===== config.mk =====
export PLATFORM = sky130hd
export DESIGN_NAME = activation_argmax
export DESIGN_NICKNAME = d
export VERILOG_FILES = /design/src/rtl/nn_pkg.sv /design/src/rtl/relu_unit.sv /design/src/rtl/activation_argmax.sv
export SDC_FILE = /design/constraint.sdc
export NUM_CORES = 1
export LEC_CHECK = 0
export BUFFER_PORTS_ARGS = -buffer_cell sky130_fd_sc_hd__buf_2
export CAP_MARGIN = 30
export CORE_UTILIZATION = 38
export DETAILED_ROUTE_END_ITERATION = 10
export GPL_ROUTABILITY_DRIVEN = 0
export SLEW_MARGIN = 25
export SYNTH_ARGS = -nofsm -noshare
export SYNTH_HDL_FRONTEND = slang
export SYNTH_SLANG_ARGS = --single-unit

===== constraint.sdc =====
create_clock -name clk -period 3.4 [get_ports clk]
set_input_delay 0.51 -clock clk [delete_from_list [all_inputs] [get_ports clk]]
set_output_delay 0.51 -clock clk [all_outputs]
set_load 0.01 [all_outputs]

===== src/rtl/nn_pkg.sv =====
// Shared definitions for the activation/argmax datapath: FSM encoding and
// the index-width helper used to size per-row class indices.
package nn_pkg;

    typedef enum logic [1:0] {
        ST_IDLE = 2'd0,
        ST_SCAN = 2'd1,
        ST_DONE = 2'd2
    } state_t;

    // Width of an index into n entries, never narrower than one bit.
    function automatic int idx_width(input int n);
        return (n > 1) ? $clog2(n) : 1;
    endfunction

endpackage


===== src/rtl/relu_unit.sv =====
// Combinational element activation: ReLU, or leaky ReLU where negatives are
// scaled down by an arithmetic right shift.
module relu_unit #(
    parameter int WIDTH      = 16,
    parameter int LEAKY      = 0,
    parameter int LEAK_SHIFT = 3
) (
    input  logic signed [WIDTH-1:0] x,
    output logic signed [WIDTH-1:0] y
);

    always_comb begin
        y = x;
        if (x[WIDTH-1]) begin
            if (LEAKY != 0) begin
                y = x >>> LEAK_SHIFT;
            end else begin
                y = '0;
            end
        end
    end

endmodule


===== src/rtl/activation_argmax.sv =====
// Frame-serial activation plus per-row argmax: a captured B x M frame is
// walked one element per cycle, activated, and reduced to a class index per row.
module activation_argmax
    import nn_pkg::*;
#(
    parameter int B          = 2,
    parameter int M          = 3,
    parameter int WIDTH      = 16,
    parameter int LEAKY      = 0,
    parameter int LEAK_SHIFT = 3,
    localparam int IDXW      = idx_width(M)
) (
    input  logic                    clk,
    input  logic                    rst_n,
    input  logic                    in_valid,
    output logic                    in_ready,
    input  logic signed [WIDTH-1:0] in_data   [B][M],
    output logic                    out_valid,
    input  logic                    out_ready,
    output logic signed [WIDTH-1:0] act_data  [B][M],
    output logic [IDXW-1:0]         class_idx [B],
    output logic                    busy
);

    // Handshakes: a transfer happens on a rising edge where valid and ready
    // are both high; valid never depends combinationally on ready.

    localparam int RW = idx_width(B);
    localparam logic [RW-1:0]   R_LAST = RW'(B - 1);
    localparam logic [IDXW-1:0] C_LAST = IDXW'(M - 1);

    state_t state;
    state_t state_next;

    logic                    rdy_en;
    logic                    capture;
    logic                    step;
    logic                    release_frame;
    logic                    last_elem;
    logic                    take_max;
    logic [RW-1:0]           row;
    logic [IDXW-1:0]         col;
    logic signed [WIDTH-1:0] frame_q [B][M];
    logic signed [WIDTH-1:0] elem;
    logic signed [WIDTH-1:0] elem_act;
    logic signed [WIDTH-1:0] run_max;
    logic                    out_valid_q;

    assign elem      = frame_q[row][col];
    assign last_elem = (row == R_LAST) && (col == C_LAST);
    // Strict greater-than keeps the lowest index on ties; column 0 seeds the max.
    assign take_max  = (col == '0) || (elem_act > run_max);
    assign out_valid = out_valid_q;

    relu_unit #(
        .WIDTH      (WIDTH),
        .LEAKY      (LEAKY),
        .LEAK_SHIFT (LEAK_SHIFT)
    ) u_relu (
        .x (elem),
        .y (elem_act)
    );

    always_ff @(posedge clk or negedge rst_n) begin
        if (!rst_n) begin
            state <= ST_IDLE;
        end else begin
            state <= state_next;
        end
    end

    always_comb begin
        state_next    = state;
        in_ready      = 1'b0;
        busy          = 1'b0;
        capture       = 1'b0;
        step          = 1'b0;
        release_frame = 1'b0;
        case (state)
            ST_IDLE: begin
                in_ready = rdy_en;
                if (in_valid && rdy_en) begin
                    capture    = 1'b1;
                    state_next = ST_SCAN;
                end
            end
            ST_SCAN: begin
                busy = 1'b1;
                step = 1'b1;
                if (last_elem) begin
                    state_next = ST_DONE;
                end
            end
            ST_DONE: begin
                busy = 1'b1;
                if (out_valid_q && out_ready) begin
                    release_frame = 1'b1;
                    state_next    = ST_IDLE;
                end
            end
            default: begin
                state_next = ST_IDLE;
            end
        endcase
    end

    // The frame buffer is only ever read after a capture, so it needs no reset.
    always_ff @(posedge clk) begin
        if (capture) begin
            frame_q <= in_data;
        end
    end

    always_ff @(posedge clk or negedge rst_n) begin
        if (!rst_n) begin
            rdy_en      <= 1'b0;
            row         <= '0;
            col         <= '0;
            run_max     <= '0;
            out_valid_q <= 1'b0;
            for (int r = 0; r < B; r++) begin
                class_idx[r] <= '0;
                for (int c = 0; c < M; c++) begin
                    act_data[r][c] <= '0;
                end
            end
        end else begin
            rdy_en <= 1'b1;
            if (capture) begin
                row <= '0;
                col <= '0;
            end
            if (step) begin
                act_data[row][col] <= elem_act;
                if (take_max) begin
                    run_max        <= elem_act;
                    class_idx[row] <= col;
                end
                if (col == C_LAST) begin
                    col <= '0;
                    row <= last_elem ? '0 : row + 1'b1;
                end else begin
                    col <= col + 1'b1;
                end
            end
            // Results are presented one edge after the scan lands in DONE.
            if (release_frame) begin
                out_valid_q <= 1'b0;
            end else if (state == ST_DONE) begin
                out_valid_q <= 1'b1;
            end
        end
    end

endmodule


---- Word-level counts from Yosys, hierarchy flattened ----
Index checks and enable logic that the tools add are counted.
word-level totals
  bits in registers ....................... 219
  bits in latches ......................... 0
  memory bits (writable) .................. 0
  bits in read-only memories .............. 0
  bits of input ports ..................... 100
  output and inout port bits .............. 103
  word-level logic and storage cells ...... 83
  memories kept ........................... 0
cells by class
  add/sub/neg operators ................... 2
  multipliers ............................. 0
  div/mod/pow operators ................... 0
  magnitude comparators ................... 5
  eq/ne operators ......................... 6
  shift-type cells ........................ 0
  multiplexer cells ....................... 35
  bitwise gates (word level) .............. 2
  reduce and logical (&&, ||, !) cells .... 13
operator list
  operator                                                     count
  two-way mux 48 bit                                           4
  bitwise mux 96 bit                                           1
  demux 48 bit (select 1 bit)                                  1
  two-way mux 16 bit                                           3
  binary-select mux 16 bit (select 2 bit)                      1
  demux 16 bit (select 2 bit)                                  1
  > comparator 16 bit                                          1
  two-way mux 15 bit                                           1
  two-way mux 2 bit                                            7
  two-way mux 1 bit                                            13
  != test 2 bit (second input constant)                        3
  one-hot mux 2 bit (3 select lines)                           1
  logical AND 1 bit                                            5
  bitwise mux 4 bit                                            1
  equality test 2 bit (second input constant)                  2
  logical NOT 2 bit                                            2
  nonzero test 2 bit                                           2
  greater-or-equal comparator 3 bit (second input constant)    1
  less-than comparator 3 x 1 -> 1 bit (second input constant)  1
  inverter 2 -> 3 bit                                          1
  AND reduction 3 bit                                          1
  adder 2 x 1 -> 2 bit (second input constant)                 1
  demux 2 bit (select 1 bit)                                   1
  equality test 2 x 1 -> 1 bit (second input constant)         1
  other kinds (7)                                              7

---- Depth between registers and ports, before layout ----
Gate-level depths: netlist (run 1).
  word-level depth ........................ 11
  gate-level depth with buffers ........... 16
  depth with buffers taken out ............ 13

---- By module ----
A second synthesis (run 1) with hierarchy kept.
unflattened totals
  cells, all modules ...................... 598
  area total of the unflattened synthesis .. 8984.9 um2
by module, submodules not included
  module             instances  cells each  area each (um2)  seq. area each (um2)
  activation_argmax  1          580         8841.0           5960.7
  relu_unit          1          18          143.9            0.0

---- Least setup slack after synthesis (run 1) ----
OpenSTA, ideal clock, no wires.
  path kind ............................... register -> register
  from .................................... register state[0]
  to ...................................... register frame_q[0] (netlist name), enable pin
  library setup time ...................... 468 ps
  data arrival time ....................... 2991 ps
  required time ........................... 2932 ps
  path slack .............................. -60 ps
  cell stages (with the launch flop) ...... 4
  buffers on the path ..................... 0
  clock period less this slack ............ 3460 ps
  path through ............................ dfrtp_1 inv_1 ha_1 and3_1
between the ends
  word-level cells in the longest chain between the ends .. 2
RTL lines
  item                    line                      text
  from (decl)             activation_argmax.sv:32   state_t state;
  from (signal assigned)  activation_argmax.sv:68   state <= state_next;
  logical NOT 2 bit       activation_argmax.sv:79   case (state)
  two-way mux 1 bit       activation_argmax.sv:79
  via capture             activation_argmax.sv:36   logic capture;
  to (signal assigned)    activation_argmax.sv:110  frame_q <= in_data;
  to (decl)               activation_argmax.sv:43   logic signed [WIDTH-1:0] frame_q [B][M];
The timed path passes the listed nets, and every way through them passes these cells.
A chain may end at the register's enable or synchronous reset.

---- Final worst setup path (run 1) ----
  from .................................... register col[1]
  to ...................................... register run_max[10]
between the ends
  word-level cells in the longest chain between the ends .. 8
  elaborated cells on any way between the ends .. 9
  those cells by class .................... order compare: 1; mux: 4; bitwise: 1; reduce/logical: 3
RTL lines
  item                                                    line                      text
  from (decl)                                             activation_argmax.sv:42   logic [IDXW-1:0] col;
  from (signal assigned)                                  activation_argmax.sv:143  col <= col + 1'b1;
  inverter 2 -> 3 bit (not written as such)               activation_argmax.sv:49   assign elem = frame_q[row][col];
  binary-select mux 16 bit (select 2 bit)                 activation_argmax.sv:49
  two-way mux 16 bit (not written as such) (2 in series)  activation_argmax.sv:49
  two-way mux 15 bit                                      relu_unit.sv:14           if (x[WIDTH-1]) begin
  via elem_act[14]                                        activation_argmax.sv:45   logic signed [WIDTH-1:0] elem_act;
  > comparator 16 bit                                     activation_argmax.sv:52   assign take_max = (col == '0) || (elem_act > run_max);
  logical OR 1 bit                                        activation_argmax.sv:52
  AND reduction 2 bit (no line)                           --
  to (signal assigned)                                    activation_argmax.sv:136  run_max <= elem_act;
  to (decl)                                               activation_argmax.sv:46   logic signed [WIDTH-1:0] run_max;
The timed path passes the listed nets, and every way through them passes these cells. The select of a mux whose other input is x is not followed.

==> results of run 1 <==
## through the flow
step                      hold slack, ps  setup TNS, ps  utilization
after global placement             461.5              0       0.4587
after detailed placement           470.0              0       0.4587
after floorplan                    214.4              0            -
after global routing               153.4         -33.62       0.5129
final                              108.4              0       0.5129
after CTS                          124.6              0       0.4950
## power breakdown
| part | internal (mW) | switching (mW) |
|---|---|---|
| sequential | 3.31 | 0.287 |
| combinational | 1.99 | 2.82 |
| clock | 1.62 | 0.975 |
## layer usage
| metal | track usage | up-vias | share of wire |
|---|---|---|---|
| met4 | 0.03800 | 0 | 0.019 |
| met1 | 0.2664 | 2722 | 0.50 |
| met2 | 0.2611 | 199 | 0.43 |
| met5 | 0 | - | 0 |
| li1 | - | 2907 | - |
| met3 | 0.02807 | 26 | 0.045 |
## registers in the layout (all words and copies together), names as in the netlist
name       count
act_data      90
class_idx      4
run_max       15
rdy_en         1
col            2
row            1
frame_q       96
out_valid      1
state          2
## cell usage in the layout, fill, tap and decap left out, types with 4 or more instances in the layout
master,instances
buf_6,5
conb_1,7
nand3_1,4
buf_12,6
clkbuf_16,26
o21ai_1,98
ha_4,6
inv_1,17
a21oi_1,7
inv_2,16
o211ai_4,10
clkbuf_8,7
o211ai_1,20
ha_1,13
o21ai_0,7
nor2_1,5
dfrtp_1,113
clkinv_1,4
buf_2,195
nand2_1,137
buf_4,41
edfxtp_1,96
mux2i_1,46
## timing repair
item | in CTS | in global routing
endpoints found under the setup margin | 0 | 19
hold endpoints to repair | 0 | 0
gates resized for setup | 0 | 26
buffers inserted | 0 | 15
## path summary, 6_finish.rpt
| kind | start | to | slack (ps) | depth (start not counted) |
|---|---|---|---|---|
| worst max-delay path | col[1] | run_max[10] | 140 | 14 |
| worst min-delay path | rst_n | act_data[84] | 110 | 1 |
| worst max register to register | col[1] | run_max[10] | 140 | 14 |
| worst min register to register | act_data[68] | act_data[68] | 480 | 2 |
| max in group asynchronous | rst_n | run_max[10] | 2510 | 2 |
| min in group clk | in_data[28] | frame_q[28] | 170 | 1 |
## layout make-up
class	instances	area, sq um	share of cell area
multi-input cells	402	2715	0.2396
flip-flops and latches	212	5789	0.5109
clock buffers	32	683.2	0.06029
repair buffers	251	1550	0.1368
inverters	33	123.9	0.01093
well taps	280	350.3	0.03092
clock inverters	9	118.9	0.01049
## critical path, cell delays in order, from the launching register on
cell       delay, ps
dfrtp_2          570
nor2b_4          240
a22oi_2          100
o221a_4          250
buf_12           160
o211ai_4          70
inv_2             60
ha_4             280
nand3_4           70
or3_4            400
a2111oi_4        360
nor4bb_4         110
nor2_8           140
buf_12           150
mux2i_1          180
## logic make-up (layout without fill, tap and decap cells)
group	after synthesis	after routing
AO/OA/AOI/OAI	155	155
flip-flops	212	212
adder cells (fa/ha/maj)	19	19
other	2	7
AND/OR/NAND/NOR	171	171
multiplexers	50	50
buffers and inverters	77	325
==> impl_metrics.csv, run 1 <==
group,metric,value,unit
floorplanning,die_w,153.1,microns
setup_path,critPathArrivalTime,3680,ps
timing,setup_slack,138.6,ps
timing,fin_crit,3261,ps
cells_and_area,fin_area,0.01133,sq mm
yosys,synth.area.mux_share,0.05781,
floorplanning,rows,54,
yosys,synth_area_leaders,"dfrtp_1 (33%), edfxtp_1 (33%), nand2_1 (6.0%)",
yosys,post_synth_num_cell_types,44,
yosys,synth.most_common_cell,"nand2_1",
setup_path,cp-start-kind,"flop",
timing,finClkSkew,21.17,ps
routing,ant_nets,0,
routing,vias,5854,
global_route,grt_pass1_vias,5441,
cells_and_area,area_delta_synth_final,30.55,%
yosys,async_flop_share,0.5472,
yosys,synth_xor_area_frac,0,
routing,first_pass_iters,4,
clocking,cts_hold_buf,0,
floorplanning,coreArea,0.02209,sq mm
pwr,power,11.01,mW
placed_design,dp_cells,1158,
cells_and_area,fin_cells,1219,
global_route,grt_max_degree,68,
cells_and_area,layout-drive-gt1-share,0.3663,
yosys,synth_edf_count,96,
yosys,synth_common_cells,"nand2_1 (138), dfrtp_1 (116), o21ai_1 (101), edfxtp_1 (96), mux2i_1 (49)",
yosys,yosys.area.top_type,"dfrtp_1",
timing,relSlewSlack,0.4250,
global_route,antenna_found_initial,0,
routing,via_per_inst,4.802,
clocking,htree_levels,1,
run_status,status,"complete, no violations",
timing,hold_viol,0,
placed_design,place_area,0.01013,sq mm
placed_design,placement.setup.worst_slack,116.1,ps
clocking,cts_tree,"done",
setup_path,crit_fanout,11,
yosys,synth_top_family_by_area,"compound AO/OA/AOI/OAI gates",
pwr,p_leak,5.007,nW
floorplanning,num_io_pins,203,
routing,wire_per_inst,17.37,microns
clocking,numCtsBuffers,23,
timing,worst_pin_slew,862.5,ps
timing,rsz0062_at_grt,"true",
yosys,syn-cell-area,0.008680,sq mm
timing,fmax,306.6,MHz
yosys,synth_compound_gate_area_share,0.1199,
timing,final-setup-viol-count,0,
yosys,yosysWarnings,0,
yosys,synth-seq-cells,212,
floorplanning,start_util,0.3929,
pwr,p_per_area,971.5,mW/mm^2
clocking,root_buffer,"clkbuf_16",
cells_and_area,fin_nets,1042,
yosys,synth_top_area_frac,0.3344,
clocking,clk_latency,510,ps
placed_design,dpl.hpwl,14.62,mm
yosys,synthAdderAreaFrac,0.02739,
run,drv_cap,0,
yosys,avgSynthCellArea,12.65,sq um
floorplanning,die_y,153.1,microns
routing,wl,21.18,mm
clocking,cts_sinks,212,
floorplanning,die-area,0.02345,sq mm
routing,drt_iter0_markers,283,
setup_path,crit_required,3820,ps
timing,drv_slew,0,
routing,drc_errors,0,
yosys,yosysSeqAreaShare,0.6666,
clocking,clk_path_buf_depth,3,
pwr,peakVddDrop,446.1,uV
global_route,gr-total-overflow,0,
yosys,synthCells,686,
yosys,synth_ff_type,"dfrtp_1",
min_path,hp-class,"in2async",
setup_path,crit_type,"reg2reg",
global_route,grt_pass1_wl,31.51,mm
clocking,clk_pin_slew,60,ps
yosys,synth-simple-area-share,0.08635,
global_route,track_usage,0.1748,
cells_and_area,diodes,0,
timing,post-route-period-util,0.9592,
setup_path,end_kind,"flop",
cells_and_area,filler_cell_count,1945,
placed_design,port_buffers,196,
Note: power is estimated with default switching activity, not from simulation.
==> run 2: changes to the inputs <==
CORE_MARGIN = 5   (was not set)
GPL_ROUTABILITY_DRIVEN = not set   (was 0)
==> impl_metrics.csv, run 2 (same netlist as run 1, synthesis figures left out) <==
group,metric,value,unit
global_route,grt_pass1_vias,5798,
global_route,antenna_found_initial,0,
floorplanning,die-area,0.02596,sq mm
cells_and_area,multi_input_area,0.002596,sq mm
timing,relSlewSlack,0.4964,
timing,fin_crit,3186,ps
cells_and_area,largest_register_ffs,96,
routing,ant_nets,0,
cells_and_area,largest_register,"frame_q",
min_path,hp-class,"in2async",
routing,via_per_inst,4.802,
routing,first_pass_iters,4,
timing,hold_viol,0,
setup_path,cp-start-kind,"flop",
clocking,clk_latency,510,ps
floorplanning,start_util,0.3845,
timing,setup_slack,214.2,ps
global_route,grt_max_degree,62,
floorplanning,num_io_pins,203,
clocking,cts_sinks,212,
routing,vias,5830,
clocking,root_buffer,"clkbuf_16",
cells_and_area,seq_area,0.005789,sq mm
cells_and_area,fin_nets,1031,
pwr,peakVddDrop,450.2,uV
timing,post-route-period-util,0.9370,
clocking,htree_levels,1,
cells_and_area,layout-drive-gt1-share,0.3391,
cells_and_area,diodes,0,
timing,finClkSkew,11.75,ps
routing,drt_iter0_markers,399,
placed_design,dpl.hpwl,15.70,mm
floorplanning,coreArea,0.02257,sq mm
cells_and_area,fin_cells,1214,
global_route,grt_pass1_wl,33.11,mm
floorplanning,rows,55,
routing,drc_errors,0,
routing,wl,21.45,mm
timing,tns,0,ps
setup_path,crit_type,"reg2reg",
placed_design,port_buffers,196,
timing,fmax,313.9,MHz
cells_and_area,final_cell_mix,"buf_2 (195), nand2_1 (138), dfrtp_1 (113)",
cells_and_area,area_delta_synth_final,27.37,%
placed_design,placement.setup.worst_slack,88.19,ps
pwr,p_leak,4.887,nW
run_status,status,"complete, no violations",
pwr,power,10.63,mW
cells_and_area,reg.largest.list,"frame_q (96), act_data (90), run_max (15)",
routing,wire_per_inst,17.67,microns
floorplanning,die_w,161.1,microns
pwr,p_per_area,961.9,mW/mm^2
cells_and_area,filler_cell_count,2048,
clocking,cts_hold_buf,0,
clocking,clk_path_buf_depth,3,
placed_design,gp_congestion,0.7830,
timing,drv_slew,0,
clocking,clk_pin_slew,60,ps
run,drv_cap,0,
timing,final-setup-viol-count,0,
timing,worst_pin_slew,755.5,ps
placed_design,dp_cells,1166,
setup_path,end_kind,"flop",
cells_and_area,mostFrequentLayoutCell,"buf_2",
setup_path,critPathArrivalTime,3570,ps
timing,rsz0062_at_grt,"false",
floorplanning,die_y,161.1,microns
global_route,gr-total-overflow,0,
clocking,numCtsBuffers,23,
global_route,track_usage,0.1618,
setup_path,crit_required,3790,ps
clocking,cts_tree,"done",
setup_path,crit_fanout,7,
-- run 2: power breakdown --
| group | switching [mW] | total [mW] | internal, mW |
|---|---|---|---|
| clock network | 0.976 | 2.48 | 1.51 |
| logic | 2.70 | 4.53 | 1.84 |
| registers | 0.305 | 3.62 | 3.31 |
| total | 3.98 | 10.6 | 6.66 |
-- run 2: final timing paths --
kind / from / to / slack, ps / cells past startpoint
worst max-delay path: col[0] / class_idx[3] / 210 / 13
worst min-delay path: rst_n / act_data[82] / 70 / 1
worst max register to register: col[0] / class_idx[3] / 210 / 13
worst min register to register: act_data[64] / act_data[64] / 480 / 2
max in group asynchronous: rst_n / run_max[1] / 2530 / 2
min in group clk: in_data[12] / frame_q[12] / 180 / 1
-- run 2: critical path: stages (launching register included) --
cell and delay, ps:
dfrtp_2 450, mux2_1 330, a22oi_2 180, o221a_4 260
buf_12 140, o211ai_4 70, inv_2 60, ha_1 150
nand3_2 120, or3_4 390, a2111oi_4 350, nand3b_1 210
nand4b_1 180, mux2i_1 170
-- run 2: area by class of cell --
type / count / share of cell area
sequential: 212 / 0.5237
timing repair buffer: 240 / 0.1297
clock buffer: 32 / 0.05602
tap: 285 / 0.03225
inverter: 33 / 0.01120
multi-input combinational: 402 / 0.2348
clock inverter: 10 / 0.01234
-- run 2: layer usage --
metal / share of wire / track usage / vias up
li1: - / - / 2895
met1: 0.49 / 0.2481 / 2711
met2: 0.44 / 0.2391 / 207
met3: 0.066 / 0.03394 / 17
met4: 0.012 / 0.03335 / 0
met5: 0 / 0 / -
-- run 2: per-stage QoR --
step                      hold slack (ps)  cell area [sq um]  utilization
after detailed placement            470.6              10200       0.4521
after CTS                           90.80              10960       0.4855
after floorplan                     214.4               8700            -
after global routing                133.2              11060       0.4898
final                               69.13              11060       0.4898
after global placement              461.6              10170       0.4507
-- run 2: repair_timing --
action	CTS	global route
endpoints found under the setup margin	0	19
setup buffers	0	5
resized for setup	0	7
==> run 3: changes to the inputs <==
CORE_MARGIN = 2   (was 5)
clock period = 3.8 ns   (was 3.4 ns; I/O delays follow)
==> impl_metrics.csv, run 3 (same netlist as run 1, synthesis figures left out) <==
group,metric,value,unit
run,drv_cap,0,
floorplanning,die-area,0.02407,sq mm
routing,first_pass_iters,4,
global_route,gr-total-overflow,0,
timing,post-route-period-util,0.9407,
routing,wl,21.17,mm
global_route,grt_pass1_wl,32.59,mm
timing,rsz0062_at_grt,"false",
setup_path,cp-start-kind,"flop",
placed_design,port_buffers,196,
floorplanning,num_io_pins,203,
routing,drc_errors,0,
cells_and_area,mostFrequentLayoutCell,"buf_2",
clocking,clk_path_buf_depth,3,
setup_path,crit_required,4220,ps
routing,wire_per_inst,17.77,microns
global_route,grt_pass1_vias,5634,
clocking,cts_sinks,212,
floorplanning,die_w,155.1,microns
setup_path,critPathArrivalTime,3990,ps
setup_path,crit-reg2reg-launch,"col[0]",
placed_design,gp_congestion,0.7718,
cells_and_area,fin_nets,1009,
floorplanning,coreArea,0.02250,sq mm
routing,drt_iter0_markers,250,
cells_and_area,area_delta_synth_final,23.73,%
global_route,met2_usage,0.2787,
setup_path,crit_end,"run_max[6]",
placed_design,placement.setup.worst_slack,219.7,ps
routing,via_per_inst,4.823,
clocking,htree_levels,1,
cells_and_area,largest_register,"frame_q",
floorplanning,die_y,155.1,microns
clocking,post_cts_buffers,0,
pwr,peakVddDrop,442.8,uV
clocking,cts_resized,0,
timing,relSlewSlack,0.5167,
clocking,numCtsBuffers,23,
cells_and_area,reg.largest.list,"frame_q (96), act_data (90), run_max (15)",
setup_path,r2r_slack,230,ps
global_route,track_usage,0.1748,
setup_path,r2r_end,"run_max[6]",
timing,finClkSkew,11.47,ps
clocking,cts_tree,"done",
setup_path,cp-startpoint,"col[0]",
routing,vias,5744,
global_route,antenna_found_initial,0,
cells_and_area,layout-drive-gt1-share,0.3245,
placed_design,dpl.hpwl,15.42,mm
setup_path,crit_fanout,30,
cells_and_area,final_cell_mix,"buf_2 (195), nand2_1 (138), dfrtp_1 (114)",
timing,drv_slew,0,
min_path,hp-class,"in2async",
timing,final-setup-viol-count,0,
pwr,p_leak,4.745,nW
global_route,met3_usage,0.03343,
timing,fin_crit,3575,ps
run_status,status,"complete, no violations",
clocking,root_buffer,"clkbuf_16",
timing,tns,0,ps
timing,hold_viol,0,
pwr,p_per_area,840.6,mW/mm^2
setup_path,reg2reg_depth,15,
floorplanning,rows,55,
clocking,clk_latency,500,ps
cells_and_area,largest_register_ffs,96,
timing,setup_slack,225.2,ps
timing,fmax,279.7,MHz
global_route,met1_usage,0.2537,
setup_path,end_kind,"flop",
clocking,cts_hold_buf,0,
cells_and_area,diodes,0,
routing,ant_nets,0,
clocking,clk_pin_slew,60,ps
floorplanning,start_util,0.3857,
global_route,grt_max_degree,57,
setup_path,crit_type,"reg2reg",
timing,worst_pin_slew,725.0,ps
global_route,grt_busiest_layer,"met2",
==> run 3: changes by cell type in the layout (fill, tap and decap cells not counted), sizes merged <==
cell / change
buf: -21
clkbuf: -2
bufinv: -1
clkinv: +1
==> run 3: worst min path at each step <==
stage | from | end | depth (start not counted)
after floorplan | rst_n | act_data[0] | 0
after global placement | act_data[2] | act_data[2] | 2
after detailed placement | act_data[88] | act_data[88] | 2
after CTS | rst_n | act_data[82] | 1
after global routing | rst_n | act_data[37] | 1
final | rst_n | act_data[82] | 1
==> run 3: power by group <==
group          switching (mW)  internal (mW)
registers               0.259           2.97
logic                    2.35           1.29
clock network           0.870           1.29
==> run 3: final cells by class <==
class | instances | area (sq um)
Fill cell | 2069 | 11760
Sequential cell | 212 | 5788
Multi-Input combinational cell | 402 | 2574
Timing Repair Buffer | 218 | 1165
Clock buffer | 31 | 625.6
Tap cell | 285 | 356.6
Inverter | 33 | 123.9
Clock inverter | 10 | 106.4
==> run 3: per-stage QoR <==
| stage | hold slack (ps) | instance area [sq um] | utilization | total power, mW | instances |
|---|---|---|---|---|---|
| final | 119.5 | 10740 | 0.4772 | 9.027 | 1191 |
| after global routing | 175.4 | 10740 | 0.4772 | 9.620 | 1191 |
| after CTS | 142.2 | 10740 | 0.4772 | 9.144 | 1191 |
| after detailed placement | 471.0 | 10010 | 0.4447 | 6.965 | 1150 |
| after global placement | 461.2 | 9986 | 0.4438 | 6.873 | 1149 |
| after floorplan | 274.4 | 8698 | - | 5.600 | 691 |
==> run 3: critical path, stage by stage, from the launching register on <==
cell	delay [ps]
dfrtp_1	380
buf_4	170
inv_2	80
nor2_2	50
buf_4	230
nand2_1	110
o21ai_1	120
o211ai_4	430
inv_2	50
ha_1	300
nand3_2	90
or3_4	400
a2111oi_4	360
nor4bb_2	140
nor2_8	330
mux2i_1	240
==> run 3: routing by layer <==
metal  wire (microns)  up-vias
met5                0        -
met4              267        0
met3             1297       22
met2             9519      202
met1            10080     2693
li1                 -     2827
